==> config.mk <==
export PLATFORM = sky130hd
export DESIGN_NAME = tia_hphase_gen
export DESIGN_NICKNAME = d
export VERILOG_FILES = /design/src/rtl/tia_hphase_pkg.sv /design/src/rtl/tia_hpoly.sv /design/src/rtl/tia_hphase_gen.sv
export SDC_FILE = /design/constraint.sdc
export NUM_CORES = 1
export LEC_CHECK = 0
export CAP_MARGIN = 10
export CORE_AREA = 2 2 39 41
export CTS_CLUSTER_SIZE = 28
export DETAILED_ROUTE_END_ITERATION = 16
export DIE_AREA = 0 0 41 43
export GPL_TIMING_DRIVEN = 1
export HOLD_SLACK_MARGIN = 0.08
export PLACE_DENSITY_LB_ADDON = 0.15
export REMOVE_ABC_BUFFERS = 1
export SYNTH_ARGS = -nofsm -noshare
export SYNTH_HDL_FRONTEND = slang
export SYNTH_SLANG_ARGS = --single-unit
==> constraint.sdc <==
create_clock -name clk -period 1.7 [get_ports clk]
set_input_delay 0.34 -clock clk [delete_from_list [all_inputs] [get_ports clk]]
set_output_delay 0.34 -clock clk [all_outputs]
set_load 0.005 [all_outputs]
==> src/rtl/tia_hphase_pkg.sv <==
// Shared types, constants and helpers for the TIA horizontal phase generator
// and the polynomial counters built on the same LFSR.
package tia_hphase_pkg;

  localparam int HC_W = 6;

  // XNOR-feedback shift: all-zero is a legal state, all-ones is the lock-up state.
  function automatic logic [HC_W-1:0] lfsr_next(input logic [HC_W-1:0] q);
    return {q[4:0], ~(q[5] ^ q[4])};
  endfunction

  // State reached after hcount-1 steps from zero; the step after it wraps to zero.
  function automatic logic [HC_W-1:0] hc_term(input int hcount);
    logic [HC_W-1:0] q;
    q = '0;
    for (int i = 0; i < hcount - 1; i++) q = lfsr_next(q);
    return q;
  endfunction

  localparam logic [HC_W-1:0] HC_TERM = hc_term(57);

endpackage

==> src/rtl/tia_hpoly.sv <==
// 6-bit polynomial counter with terminal-count wrap and synchronous clear.
// Shared by the horizontal, vertical and object position counters.
module tia_hpoly
  import tia_hphase_pkg::*;
#(
  parameter logic [HC_W-1:0] TERM = HC_TERM
) (
  input  logic            clk_i,
  input  logic            rst_i,
  input  logic            step_i,
  input  logic            clr_i,
  output logic [HC_W-1:0] q_o,
  output logic            zero_o
);

  logic [HC_W-1:0] q_q, q_d;

  // Clear and terminal wrap both land on zero, so a coincident pair is a single return.
  always_comb begin
    q_d = q_q;
    if (step_i) begin
      if (clr_i || (q_q == TERM)) q_d = '0;
      else                        q_d = lfsr_next(q_q);
    end
  end

  // Counter state register.
  always_ff @(posedge clk_i or posedge rst_i) begin
    if (rst_i) q_q <= '0;
    else       q_q <= q_d;
  end

  assign q_o    = q_q;
  assign zero_o = (q_q == '0);

endmodule

==> src/rtl/tia_hphase_gen.sv <==
// Two-phase h1/h2 strobe generator for the D1 delay chains, plus the
// horizontal polynomial counter stepped once per phase cycle.
module tia_hphase_gen
  import tia_hphase_pkg::*;
#(
  parameter int DIV    = 4,
  parameter int HCOUNT = 57
) (
  input  logic            clk,
  input  logic            reset,
  input  logic            run,
  input  logic            rsync,
  output logic            h1,
  output logic            h2,
  output logic [HC_W-1:0] hc,
  output logic            hwrap
);

  localparam int              H2_SLOT = DIV / 2;
  localparam logic [DIV-1:0]  PH_RST  = {1'b1, {(DIV-1){1'b0}}};
  localparam logic [HC_W-1:0] TERM    = hc_term(HCOUNT);

  logic [DIV-1:0] ph_q, ph_d;
  logic           sync_q, sync_d;
  logic           hwrap_q, hwrap_d;
  logic           step, hc_zero;

  // Counter steps on the edge that leaves the h2 slot.
  assign step = run & ph_q[H2_SLOT];

  // Phase rotation, resync latch and wrap flag next-state.
  always_comb begin
    ph_d   = run ? {ph_q[DIV-2:0], ph_q[DIV-1]} : ph_q;
    sync_d = sync_q;
    if (step)       sync_d = 1'b0;
    else if (rsync) sync_d = 1'b1;
    // Entering slot 0 never coincides with a counter step (DIV >= 4),
    // so the current zero flag is the one seen during the h1 cycle.
    hwrap_d = ph_d[0] & hc_zero;
  end

  // Phase, sync-pending and wrap registers.
  always_ff @(posedge clk or posedge reset) begin
    if (reset) begin
      ph_q    <= PH_RST;
      sync_q  <= 1'b0;
      hwrap_q <= 1'b0;
    end else begin
      ph_q    <= ph_d;
      sync_q  <= sync_d;
      hwrap_q <= hwrap_d;
    end
  end

  tia_hpoly #(.TERM(TERM)) u_hpoly (
    .clk_i  (clk),
    .rst_i  (reset),
    .step_i (step),
    .clr_i  (sync_q | rsync),
    .q_o    (hc),
    .zero_o (hc_zero)
  );

  // Strobes are flop outputs gated only by run.
  assign h1    = ph_q[0]       & run;
  assign h2    = ph_q[H2_SLOT] & run;
  assign hwrap = hwrap_q       & run;

endmodule

* Word-level counts from Yosys, hierarchy flattened
Cells that the tools add are included.
** Word-level totals
- Flip-flop bits (word level) :: 12
- Logic and storage cells :: 20
** Operators by class
- Equality and inequality tests :: 1
- Multiplexer cells :: 4
- Bitwise operators :: 7
- Reductions and logical operators :: 3
** Operators with widths (number)
- $eq A6 B4 Y1 const B :: 1
- $logic_not A6 Y1 :: 1
- $mux W6 :: 1
- $and A1 B1 Y1 :: 4
- $mux W1 :: 3
- $reduce_bool A2 Y1 :: 1
- $logic_or A1 B1 Y1 :: 1
- $not A1 Y1 :: 1
- $or A1 B1 Y1 :: 1
- $xor A1 B1 Y1 :: 1

* Logic depth before layout (Yosys ltp)
Gate-level depths: netlist of run 1.
- Depth in word-level cells :: 3
- Depth in mapped cells :: 5

* Modules after synthesis
A second synthesis of run 1 with hierarchy kept.
** Unflattened totals
- Cell total of the unflattened synthesis :: 48
- Area total of the unflattened synthesis :: 546.8 um^2
** By module, submodules not included
- tia_hpoly :: times used 1, cells an instance 31, area each 299.0 um^2, seq. area each 150.1 um^2
- tia_hphase_gen :: times used 1, cells an instance 17, area each 247.7 um^2, seq. area each 151.4 um^2

* Worst setup path after synthesis of run 1
Ideal clock, no wire load.
- Path kind :: reg2reg
- From :: reg u_hpoly.q_q[4], in the netlist u_hpoly.q_o[4]
- To :: reg u_hpoly.q_q[0], in the netlist u_hpoly.q_o[0]
- Setup time :: 0.122 ns
- Arrival :: 1.137 ns
- Data required time :: 1.578 ns
- Path slack :: 0.442 ns
- Cell stages (with the launch flop) :: 6
- Period minus slack after synthesis :: 1.258 ns
- Cell sequence :: dfrtp_1 > inv_1 > ha_1 > nor3b_4 > nand3_2 > a32o_1
** On the way
- Cells in the longest elaborated chain, start to end :: 3
- Elaborated cells between the ends (all ways) :: 5
- Classes of those cells :: 1 x eq/ne; 1 x mux; 2 x bitwise; 1 x reduce/logical
** Ends and longest elaborated chain
- start, declared :: line tia_hpoly.sv:16 : logic [HC_W-1:0] q_q, q_d;
- start signal, assigned :: line tia_hpoly.sv:30 : else q_q <= q_d;
- $eq A6 B4 Y1 or $xor A1 B1 Y1 (tied branches) :: line tia_hpoly.sv:22, tia_hphase_pkg.sv:9
- $logic_or A1 B1 Y1 or $not A1 Y1 (tied branches) :: line tia_hpoly.sv:22, tia_hphase_pkg.sv:9
- $mux W6 (*) :: line tia_hpoly.sv:22 : if (clr_i || (q_q == TERM)) q_d = '0;
Every way passes the cells marked *; elsewhere a longest branch is shown, timed or not.
A chain may end at the register's enable or synchronous reset.

* Final worst setup path of run 1
- From :: reg ph_q[2]
- To :: out h2
** On the way
- Cells in the longest elaborated chain, start to end :: 1
** Ends and longest elaborated chain
- start, declared :: line tia_hphase_gen.sv:23 : logic [DIV-1:0] ph_q, ph_d;
- start signal, assigned :: line tia_hphase_gen.sv:49 : ph_q <= ph_d;
- $and A1 B1 Y1 :: line tia_hphase_gen.sv:66 : assign h2 = ph_q[H2_SLOT] & run;
- end, declared :: line tia_hphase_gen.sv:14 : output logic h2,
Every way passes these cells.

==> results.json, run 1 <==
{
  "run_status": "complete, no violations",
  "design_area_um2": 705.7,
  "drv_slew": 0,
  "grt_antenna_before_repair": 0,
  "synth_cell_types": 18,
  "worstPathArrival_ns": 1.29,
  "synthTopCellsByArea": "dfrtp_1, a32o_1, dfstp_2",
  "tns_ns": 0,
  "synth_area_um2": 533.0,
  "synthCells": 42,
  "first_pass_iters": 3,
  "cts_tree": "done",
  "vias": 379,
  "rsz0062_at_grt": "no",
  "relSlewSlack": 0.7123,
  "cap_violations": 0,
  "drtIter0Drc": 2,
  "cp_max_fo": 2,
  "grt_pass1_vias": 393,
  "avgSynthCellArea_um2": 12.69,
  "path_depth": 3,
  "hold_viol_final": 0,
  "start_util": 0.3852,
  "syn_to_final_growth_pct": 32.39,
  "ys_warn_count": 0,
  "path_cells": "nand2_4 > inv_1 > clkdlybuf4s50_1",
  "power.leakage_uw": 0.0003204,
  "die_h_um": 43,
  "fmax_mhz": 614.7,
  "grt_overflow_total": 0,
  "yosysSeqAreaShare": 0.5657,
  "min_period_ns": 1.627,
  "ir_worst_vdd_mv": 0.4929,
  "ant_nets": 0,
  "gp_congestion": 0.7588,
  "yosysTopAreaCell": "dfrtp_1",
  "post_cts_buffers": 0,
  "htree_levels": 1,
  "grt_pass1_wl_um": 1635,
  "pin_count": 13,
  "crit_type": "flip-flop to output pin",
  "critPathLaunchType": "flip-flop",
  "clk_transition_reported_paths_ns": 0.08,
  "skew_ns": 0.01033,
  "viasPerCell": 5.053,
  "hpwl_um": 739.2,
  "num-fill-cells": 128,
  "finalSetupViolations": 0,
  "drive_gt1_frac": 0.2034,
  "portBuffers": 12,
  "clock_latency_ns": 0.28,
  "core-area_mm2": 0.001384,
  "place_area_um2": 680.7,
  "nNetsFinal": 65,
  "grt_max_degree": 13,
  "end_kind": "output pin",
  "hold_path.class": "input port to async pin",
  "worstPathRequired_ns": 1.36,
  "diodes": 0,
  "ff2ff_path_depth": 5,
  "cp_num_buf_inv": 2,
  "root_buffer": "clkbuf_4",
  "power_density_mw_per_mm2": 1082,
  "post-route-drc-count": 0,
  "cpPeakStageDelay_ns": 0.50,
  "period_share": 0.9569,
  "clockBufferDepth": 2,
  "row_count": 14,
  "die_w_um": 41,
  "grtUsageTotal": 0.1414,
  "cpMaxStageDelayCell": "clkdlybuf4s50_1",
  "wire_per_inst_um": 12.64,
  "die-area_mm2": 0.001763,
  "routed_wl_um": 948,
  "cts_made_buffers": 3,
  "worst_pin_slew_ns": 0.4311,
  "synth_top_area_share": 0.5164,
  "cts_num_sinks": 12,
  "synth_seq_cells": 12,
  "cpLargestDelayFamily": "buffers and inverters"
}
## sequential cells by signal, summed over array words and instances, names as in the netlist
register,flops
u_hpoly.q_o,6
ph_q,4
hwrap_q,1
sync_q,1
## repair_timing
| item | CTS | global route |
|---|---|---|
| setup endpoints to repair | 3 | 0 |
| gates resized for setup | 1 | 0 |
| hold buffers | 0 | 0 |
## layout make-up
type                            instances  area (µm²)  share of cell area
Multi-Input combinational cell         23       201.4              0.2855
Sequential cell                        12       301.5              0.4273
Tap cell                               16       20.02             0.02837
Timing Repair Buffer                   14       133.9              0.1897
Inverter                                6       22.52             0.03191
Clock buffer                            4       26.28             0.03723
## synth_stat cells (all sizes together)
library cell	instances
a32o	4
and2	2
nor3b	1
nor3	2
inv	6
dfrtp	11
nand2	4
ha	1
mux2	3
nor2	2
o21ai	1
a22o	2
dfstp	1
nand3	1
buf	1
## per-layer routing
layer,global-route usage,wire [µm],part of all wire
met5,0,0,0
met4,0.08000,25,0.026
met3,0.03141,52,0.055
met2,0.2281,489,0.52
met1,0.1615,381,0.40
## placed cells by master (no fill, tap or decap), types with 2 or more instances in the layout
cell type	count
a22o_1	2
a32o_1	4
and2_1	2
buf_4	2
clkbuf_4	3
clkdlybuf4s50_1	11
dfrtp_1	11
inv_1	6
mux2_2	2
nand2_1	3
nor2_1	2
## kinds of logic (layout without fill, tap and decap cells)
| family | Yosys count | in the layout | synth area share |
|---|---|---|---|
| AO/OA/AOI/OAI | 7 | 7 | 0.1174 |
| adder cells (fa/ha/maj) | 1 | 1 | 0.02347 |
| buffers and inverters | 7 | 24 | 0.05634 |
| flip-flops | 12 | 12 | 0.5657 |
| multiplexers | 3 | 3 | 0.06338 |
| AND/OR/NAND/NOR | 12 | 12 | 0.1737 |
## where the power goes
group | switching (µW) | internal, µW | total (µW) | leakage (µW)
combinational | 73.9 | 107 | 180 | 0.000148
clock | 90.5 | 91.0 | 181 | 0.0000150
sequential | 48.2 | 353 | 401 | 0.000158
## per-stage QoR
| step | hold slack (ns) | total power [µW] | util | cells | setup WS, ns |
|---|---|---|---|---|---|
| after detailed placement | 0.4755 | 592.4 | 0.4919 | 71 | -0.1847 |
| after CTS | 0.3778 | 774.7 | 0.5099 | 75 | 0.05531 |
| after global routing | 0.4282 | 818.2 | 0.5099 | 75 | 0.01100 |
| after floorplan | 0.2040 | 499.9 | - | 41 | 0.4416 |
| final | 0.3564 | 763.4 | 0.5099 | 75 | 0.07329 |
| after global placement | 0.4614 | 585.7 | 0.4919 | 71 | -0.1841 |
## final timing paths
check                          startpoint              to  slack, ns
max                               ph_q[2]              h2       0.07
min                                 reset  u_hpoly.q_o[2]       0.36
max reg2reg                u_hpoly.q_o[4]  u_hpoly.q_o[5]       0.34
min reg2reg                       ph_q[3]         ph_q[3]       0.49
max in group asynchronous           reset         ph_q[3]       1.00
min in group clk                  ph_q[3]         ph_q[3]       0.49
Note: power is estimated with default switching activity, not from simulation.
==> inputs of run 2 (changes only) <==
--- a/config.mk
+++ b/config.mk
@@ -14,6 +14,7 @@
 export HOLD_SLACK_MARGIN = 0.08
 export PLACE_DENSITY_LB_ADDON = 0.15
 export REMOVE_ABC_BUFFERS = 1
+export SLEW_MARGIN = 0
 export SYNTH_ARGS = -nofsm -noshare
 export SYNTH_HDL_FRONTEND = slang
 export SYNTH_SLANG_ARGS = --single-unit
==> results of run 2 <==
The final DEF is identical to that of run 1; final timing and power are the same.
==> inputs of run 3 (changes only) <==
--- a/config.mk
+++ b/config.mk
@@ -14,7 +14,7 @@
 export HOLD_SLACK_MARGIN = 0.08
 export PLACE_DENSITY_LB_ADDON = 0.15
 export REMOVE_ABC_BUFFERS = 1
-export SLEW_MARGIN = 0
+export SLEW_MARGIN = 20
 export SYNTH_ARGS = -nofsm -noshare
 export SYNTH_HDL_FRONTEND = slang
 export SYNTH_SLANG_ARGS = --single-unit
==> results of run 3 <==
The final DEF is identical to that of run 1; final timing and power are the same.
